File: src/rtl/exc_entry.sv
// -----------------------------------------------------------------------------
// exc_entry -- exception-entry controller (counterpart of the eret path).
//
// Samples the commit-stage request and the interrupt lines while idle, picks
// the highest-priority cause, and then:
//   * pulses flush + cp0_wr for one cycle. cp0_wr applies EPC/BD, ExcCode and
//     BadVAddr, and sets Status.EXL.
//   * holds redir_valid/redir_pc toward fetch until fetch_ready.
//
// Optional feature macro: EXC_TIMER_EN
//   Defined   -> Count/Compare timer. Count runs at clk/2, and timer_int drives IP7.
//   Undefined -> no timer. count_o = compare_o = 0 and IP7 = hw_int[5].
//
// Ports
//   clk, rst              core clock, asynchronous active-high reset
//   req_valid             commit-stage instruction valid
//   req_exc[5:0]          {adel_if, ri, sys, bp, ov, ades_mem}
//   req_pc, req_bd        PC of the committing instruction, delay-slot flag
//   req_badaddr           faulting address for AdEL/AdES
//   hw_int[5:0]           level-sensitive interrupt lines IP2..IP7
//   st_ie/st_exl/st_bev   Status bits; st_im[7:0] = Status.IM
//   count_wr/compare_wr   mtc0 writes to Count/Compare, data on wr_data
//   fetch_ready           fetch accepts the redirect this cycle
//   flush                 one-cycle kill of all in-flight instructions
//   redir_valid/redir_pc  redirect request to the exception vector
//   cp0_wr                one-cycle CP0 update strobe
//   epc_wr, epc_o, cause_bd_o     EPC/BD update (suppressed when EXL already set)
//   cause_exc_o           ExcCode
//   badvaddr_wr, badvaddr_o       BadVAddr update (AdEL/AdES only)
//   cause_ip_o            live Cause.IP bits
//   count_o, compare_o    timer registers for mfc0
// -----------------------------------------------------------------------------
module exc_entry #(
  parameter logic [31:0] RESET_VEC  = 32'hBFC0_0380,
  parameter logic [31:0] NORMAL_VEC = 32'h8000_0180
) (
  input  logic        clk,
  input  logic        rst,
  input  logic        req_valid,
  input  logic [5:0]  req_exc,
  input  logic [31:0] req_pc,
  input  logic        req_bd,
  input  logic [31:0] req_badaddr,
  input  logic [5:0]  hw_int,
  input  logic        st_ie,
  input  logic        st_exl,
  input  logic        st_bev,
  input  logic [7:0]  st_im,
  input  logic        count_wr,
  input  logic        compare_wr,
  input  logic [31:0] wr_data,
  input  logic        fetch_ready,
  output logic        flush,
  output logic        redir_valid,
  output logic [31:0] redir_pc,
  output logic        cp0_wr,
  output logic        epc_wr,
  output logic [31:0] epc_o,
  output logic [4:0]  cause_exc_o,
  output logic        cause_bd_o,
  output logic        badvaddr_wr,
  output logic [31:0] badvaddr_o,
  output logic [7:0]  cause_ip_o,
  output logic [31:0] count_o,
  output logic [31:0] compare_o
);

  // MIPS ExcCode values.
  localparam logic [4:0] EXC_INT  = 5'd0;
  localparam logic [4:0] EXC_ADEL = 5'd4;
  localparam logic [4:0] EXC_ADES = 5'd5;
  localparam logic [4:0] EXC_SYS  = 5'd8;
  localparam logic [4:0] EXC_BP   = 5'd9;
  localparam logic [4:0] EXC_RI   = 5'd10;
  localparam logic [4:0] EXC_OV   = 5'd12;

  // Bit positions inside req_exc.
  localparam int B_ADEL = 5;
  localparam int B_RI   = 4;
  localparam int B_SYS  = 3;
  localparam int B_BP   = 2;
  localparam int B_OV   = 1;
  localparam int B_ADES = 0;

  typedef enum logic [1:0] {
    S_IDLE,
    S_TAKE,
    S_REDIR
  } state_t;

  state_t state_q, state_d;
  logic   timer_int;

  // ---------------------------------------------------------------------------
  // Count/Compare timer
  // ---------------------------------------------------------------------------
`ifdef EXC_TIMER_EN
  logic        half_q;     // high on the edges that advance Count
  logic [31:0] count_q;
  logic [31:0] compare_q;
  logic        timer_q;
  logic        inc;

  // An mtc0 to Count replaces the increment on that edge.
  assign inc = half_q & ~count_wr;

  // NOTE: every sequential block uses non-blocking (<=) assignments so that
  // all registers update from the same pre-edge values.
  always_ff @(posedge clk or posedge rst) begin
    if (rst) begin
      half_q    <= 1'b0;
      count_q   <= '0;
      compare_q <= '0;
      timer_q   <= 1'b0;
    end else begin
      half_q <= ~half_q;

      if (count_wr)
        count_q <= wr_data;
      else if (half_q)
        count_q <= count_q + 32'd1;   // wraps naturally at 2^32

      if (compare_wr)
        compare_q <= wr_data;

      // The match is sticky until software rewrites Compare.
      if (compare_wr)
        timer_q <= 1'b0;
      else if (inc && (count_q == compare_q))
        timer_q <= 1'b1;
    end
  end

  assign timer_int = timer_q;
  assign count_o   = count_q;
  assign compare_o = compare_q;
`else
  // The mtc0 timer inputs have no function without the timer.
  logic unused_timer_inputs;
  assign unused_timer_inputs = ^{count_wr, compare_wr, wr_data};

  assign timer_int = 1'b0;
  assign count_o   = '0;
  assign compare_o = '0;
`endif

  // ---------------------------------------------------------------------------
  // Interrupt pending and candidate detection
  // ---------------------------------------------------------------------------
  logic int_pend;
  logic candidate;

  assign cause_ip_o = {hw_int[5] | timer_int, hw_int[4:0], 2'b00};
  assign int_pend   = (|(cause_ip_o & st_im)) & st_ie & ~st_exl;
  assign candidate  = req_valid & (int_pend | (|req_exc));

  // ---------------------------------------------------------------------------
  // Priority selection: Int > AdEL > RI > Sys > Bp > Ov > AdES
  // ---------------------------------------------------------------------------
  logic [4:0] sel_code;
  logic       sel_ade;

  // NOTE: every signal written in always_comb gets a default first, so no
  // path can leave it unassigned and infer a latch.
  always_comb begin
    sel_code = EXC_INT;
    sel_ade  = 1'b0;
    if (int_pend) begin
      sel_code = EXC_INT;
    end else if (req_exc[B_ADEL]) begin
      sel_code = EXC_ADEL;
      sel_ade  = 1'b1;
    end else if (req_exc[B_RI]) begin
      sel_code = EXC_RI;
    end else if (req_exc[B_SYS]) begin
      sel_code = EXC_SYS;
    end else if (req_exc[B_BP]) begin
      sel_code = EXC_BP;
    end else if (req_exc[B_OV]) begin
      sel_code = EXC_OV;
    end else if (req_exc[B_ADES]) begin
      sel_code = EXC_ADES;
      sel_ade  = 1'b1;
    end
  end

  // ---------------------------------------------------------------------------
  // FSM
  // ---------------------------------------------------------------------------
  always_ff @(posedge clk or posedge rst) begin
    if (rst) state_q <= S_IDLE;
    else     state_q <= state_d;
  end

  always_comb begin
    state_d = state_q;
    unique case (state_q)
      S_IDLE:  if (candidate) state_d = S_TAKE;
      S_TAKE:  state_d = S_REDIR;
      S_REDIR: if (fetch_ready) state_d = S_IDLE;
      default: state_d = S_IDLE;
    endcase
  end

  // Strobes decode directly from the state register. They are glitch-free
  // per state and drop the moment reset asserts.
  assign flush       = (state_q == S_TAKE);
  assign cp0_wr      = (state_q == S_TAKE);
  assign redir_valid = (state_q == S_REDIR);

  // ---------------------------------------------------------------------------
  // Entry payload, captured only at the IDLE->TAKE edge. It stays stable
  // through TAKE and REDIR, because req_* is ignored outside IDLE.
  // ---------------------------------------------------------------------------
  logic take_now;
  assign take_now = (state_q == S_IDLE) & candidate;

  always_ff @(posedge clk or posedge rst) begin
    if (rst) begin
      redir_pc    <= RESET_VEC;
      epc_wr      <= 1'b0;
      epc_o       <= '0;
      cause_bd_o  <= 1'b0;
      cause_exc_o <= '0;
      badvaddr_wr <= 1'b0;
      badvaddr_o  <= '0;
    end else if (take_now) begin
      redir_pc    <= st_bev ? RESET_VEC : NORMAL_VEC;
      cause_exc_o <= sel_code;
      epc_wr      <= ~st_exl;
      badvaddr_wr <= sel_ade;
      if (sel_ade)
        badvaddr_o <= req_badaddr;
      // A nested entry (EXL already set) keeps the original EPC/BD.
      if (!st_exl) begin
        epc_o      <= req_bd ? (req_pc - 32'd4) : req_pc;
        cause_bd_o <= req_bd;
      end
    end
  end

endmodule
File: config.mk
export PLATFORM = sky130hd
export DESIGN_NAME = exc_entry
export DESIGN_NICKNAME = d
export VERILOG_FILES = /design/src/rtl/exc_entry.sv
export SDC_FILE = /design/constraint.sdc
export NUM_CORES = 1
export LEC_CHECK = 0
export CAP_MARGIN = 10
export CORE_AREA = 2 2 117 119
export DETAILED_ROUTE_END_ITERATION = 8
export DIE_AREA = 0 0 119 121
export GPL_ROUTABILITY_DRIVEN = 0
export GPL_TIMING_DRIVEN = 1
export HOLD_SLACK_MARGIN = 0.15
export PLACE_DENSITY = 0.77
export REMOVE_ABC_BUFFERS = 1
export SLEW_MARGIN = 20
export SYNTH_ARGS = -nofsm -noshare
export SYNTH_HDL_FRONTEND = slang
export SYNTH_SLANG_ARGS = --single-unit
File: constraint.sdc
create_clock -name clk -period 3.25 [get_ports clk]
set_input_delay 0.65 -clock clk [delete_from_list [all_inputs] [get_ports clk]]
set_output_delay 0.65 -clock clk [all_outputs]
set_load 0.05 [all_outputs]
==> impl_metrics.json <==
{
  "crit_path_end_kind": "output pin",
  "worst-path-max-fanout": 2,
  "boundaryPins": 305,
  "max_freq_mhz": 382,
  "finalNonFillerCells": 771,
  "leakage_uw": 0.00255,
  "synth_edf_count": 0,
  "power.total_uw": 6530,
  "cp_top_family": "buffers and inverters",
  "viasPerCell": 4.58,
  "netlist_instances": 420,
  "power_density_nw_per_um2": 1040,
  "yosys_warnings": 0,
  "crit_buf_inv": 2,
  "grt.overflow.total": 0,
  "min_path_type": "reg2reg",
  "drv_slew": 0,
  "cts-resized-gates": 0,
  "cts-root-buf": "clkbuf_16",
  "path_class": "in2out",
  "crit_chain": "clkdlybuf4s50_1 -> clkdlybuf4s50_1",
  "outcome": "complete, no violations",
  "antenna_found_initial": 0,
  "wirelength_mm": 11.1,
  "drt_iter0_markers": 117,
  "cp_data_arrival_time_ns": 1.97,
  "coreArea_sq_um": 13100,
  "syn_area_per_cell_sq_um": 10.4,
  "yosys.area.top_type_share": 0.418,
  "wl_per_cell_um": 14.4,
  "ys_seq_area_frac": 0.424,
  "placed_area_sq_um": 6000,
  "cp_common_cell": "clkdlybuf4s50_1",
  "worstHoldStart": "badvaddr_o[27]",
  "min_period_ns": 2.62,
  "cp_slowest_cell": "clkdlybuf4s50_1",
  "clk_pin_slew_ns": 0.05,
  "worstPathRequired_ns": 2.60,
  "startpoint": "hw_int[5]",
  "cts_tree": "done",
  "synth_common_cells": "108 x buf_4, 73 x dfrtp_1, 43 x mux2_1, 28 x nor3_1, 18 x a31oi_1",
  "syn_area_sq_um": 4370,
  "clk_path_buf_depth": 2,
  "worstMarginPinSlew_ns": 0.639,
  "ys_types": 48,
  "r2r_start": "state_q[0]",
  "post-synth-top-count-cell": "buf_4",
  "slowest_delay_ns": 0.82,
  "rsz0062_at_grt": "false",
  "async_flop_share": 1.00,
  "relSlewSlack": 0.573,
  "gr-usage-all-layers": 0.155,
  "grt_max_degree": 39,
  "grt_pass1_vias": 3555,
  "antenna_cells": 0,
  "dr.pass1.iters": 4,
  "clk_latency_ns": 0.34,
  "grt_first_pass_wirelength_mm": 17.6,
  "vias": 3532,
  "synth_top_cells_by_area": "dfrtp_1 42%, buf_4 19%, mux2_1 11%",
  "port_buffers": 178,
  "cts_num_sinks": 74,
  "post_cts_buffers": 0,
  "rows": 42,
  "post-route-util": 0.481,
  "initial_core_util": 0.334,
  "drc_errors": 0,
  "final_cell_area_sq_um": 6290,
  "ys_ff_latch": 74,
  "nets": 717,
  "die_x_um": 119,
  "finalSetupTns_ns": 0,
  "skew_ns": 0.0113,
  "hold_viol": 0,
  "cap_violations": 0,
  "cts-buffers-inserted": 9,
  "final-setup-viol-count": 0,
  "ant_nets": 0,
  "post-route-period-util": 0.806,
  "drive_gt1_frac": 0.0672,
  "fillCellCount": 1188,
  "synth_top_cell_by_area": "dfrtp_1",
  "htreeDepth": 3,
  "hold_buffers": 0,
  "synthToLayoutAreaGrowth_pct": 43.9,
  "die_h_um": 121,
  "crit_path_start_kind": "input port",
  "dieArea_sq_um": 14400,
  "dp.cells": 755,
  "synth_flop_cell": "dfrtp_1",
  "hpwl_mm": 8.69,
  "irDropWorstVdd_v": 0.000451
}
## registers in the layout, indices dropped and copies added, names as in the netlist
signal and flops:
badvaddr_wr 1, epc_o 32, cause_bd_o 1, badvaddr_o 32, redir_pc 1, cause_exc_o 4
epc_wr 1, state_q 2
## metal layers
metal,GRT usage,share of wire,vias to the layer above
li1,-,-,1665
met1,0.180,0.41,1669
met2,0.257,0.49,176
met3,0.0451,0.072,22
met4,0.0841,0.026,0
met5,0,0,-
## placed cells by master (no fill, tap or decap), types with 3 or more instances in the layout
cell / netlist / layout
a21o_1: 4 / 4
a21oi_1: 10 / 9
a22oi_1: 3 / 3
a31oi_1: 18 / 18
buf_12: 0 / 3
buf_4: 108 / 11
clkbuf_1: 7 / 3
clkbuf_16: 0 / 9
clkdlybuf4s50_1: 0 / 178
conb_1: 2 / 90
dfrtp_1: 73 / 73
inv_1: 6 / 5
mux2_1: 43 / 43
nand2_1: 11 / 11
nand4b_1: 5 / 5
nor2_1: 11 / 11
nor3_1: 28 / 27
nor4_1: 6 / 6
o21ai_0: 5 / 5
o31ai_1: 10 / 10
o41ai_1: 3 / 3
or3_1: 7 / 7
or4_1: 14 / 14
xnor2_1: 10 / 10
## stage by stage
stage	setup WS (ns)	hold WS [ns]
2_1_floorplan	-0.775	0.706
3_3_place_gp	0.396	0.461
3_5_place_dp	0.329	0.469
4_1_cts	0.612	0.483
5_1_grt	0.566	0.499
6_report	0.629	0.480
## cell type report
type / count / area (sq um) / area share
multi-input combinational: 306 / 1970 / 0.313
sequential: 74 / 1850 / 0.294
clock inverter: 2 / 35.0 / 0.00557
inverter: 7 / 27.5 / 0.00437
clock buffer: 14 / 264 / 0.0419
timing repair buffer: 192 / 1920 / 0.306
tap: 176 / 220 / 0.0350
## logic make-up after synthesis
logic type / synth area share
flip-flops: 0.424
XOR/XNOR: 0.0220
buffers and inverters: 0.206
AND/OR/NAND/NOR: 0.140
adder cells (fa/ha/maj): 0.00286
AO/OA/AOI/OAI: 0.0933
multiplexers: 0.111
other: 0.00172
## path summary, 6_finish.rpt
path / to / slack, ns / depth (start not counted)
worst max register to register: epc_o[0] / 1.06 / 5
worst max-delay path: cause_ip_o[7] / 0.63 / 2
worst min-delay path: badvaddr_o[27] / 0.48 / 1
worst min register to register: badvaddr_o[27] / 0.48 / 1
min in group asynchronous: badvaddr_o[29] / 0.70 / 2
max in group asynchronous: redir_pc[28] / 1.86 / 3
## report_power, final
part | switching (uW) | internal [uW]
logic | 2640 | 1270
clock network | 360 | 635
registers | 241 | 1380
(Power assumes the default switching activity.)
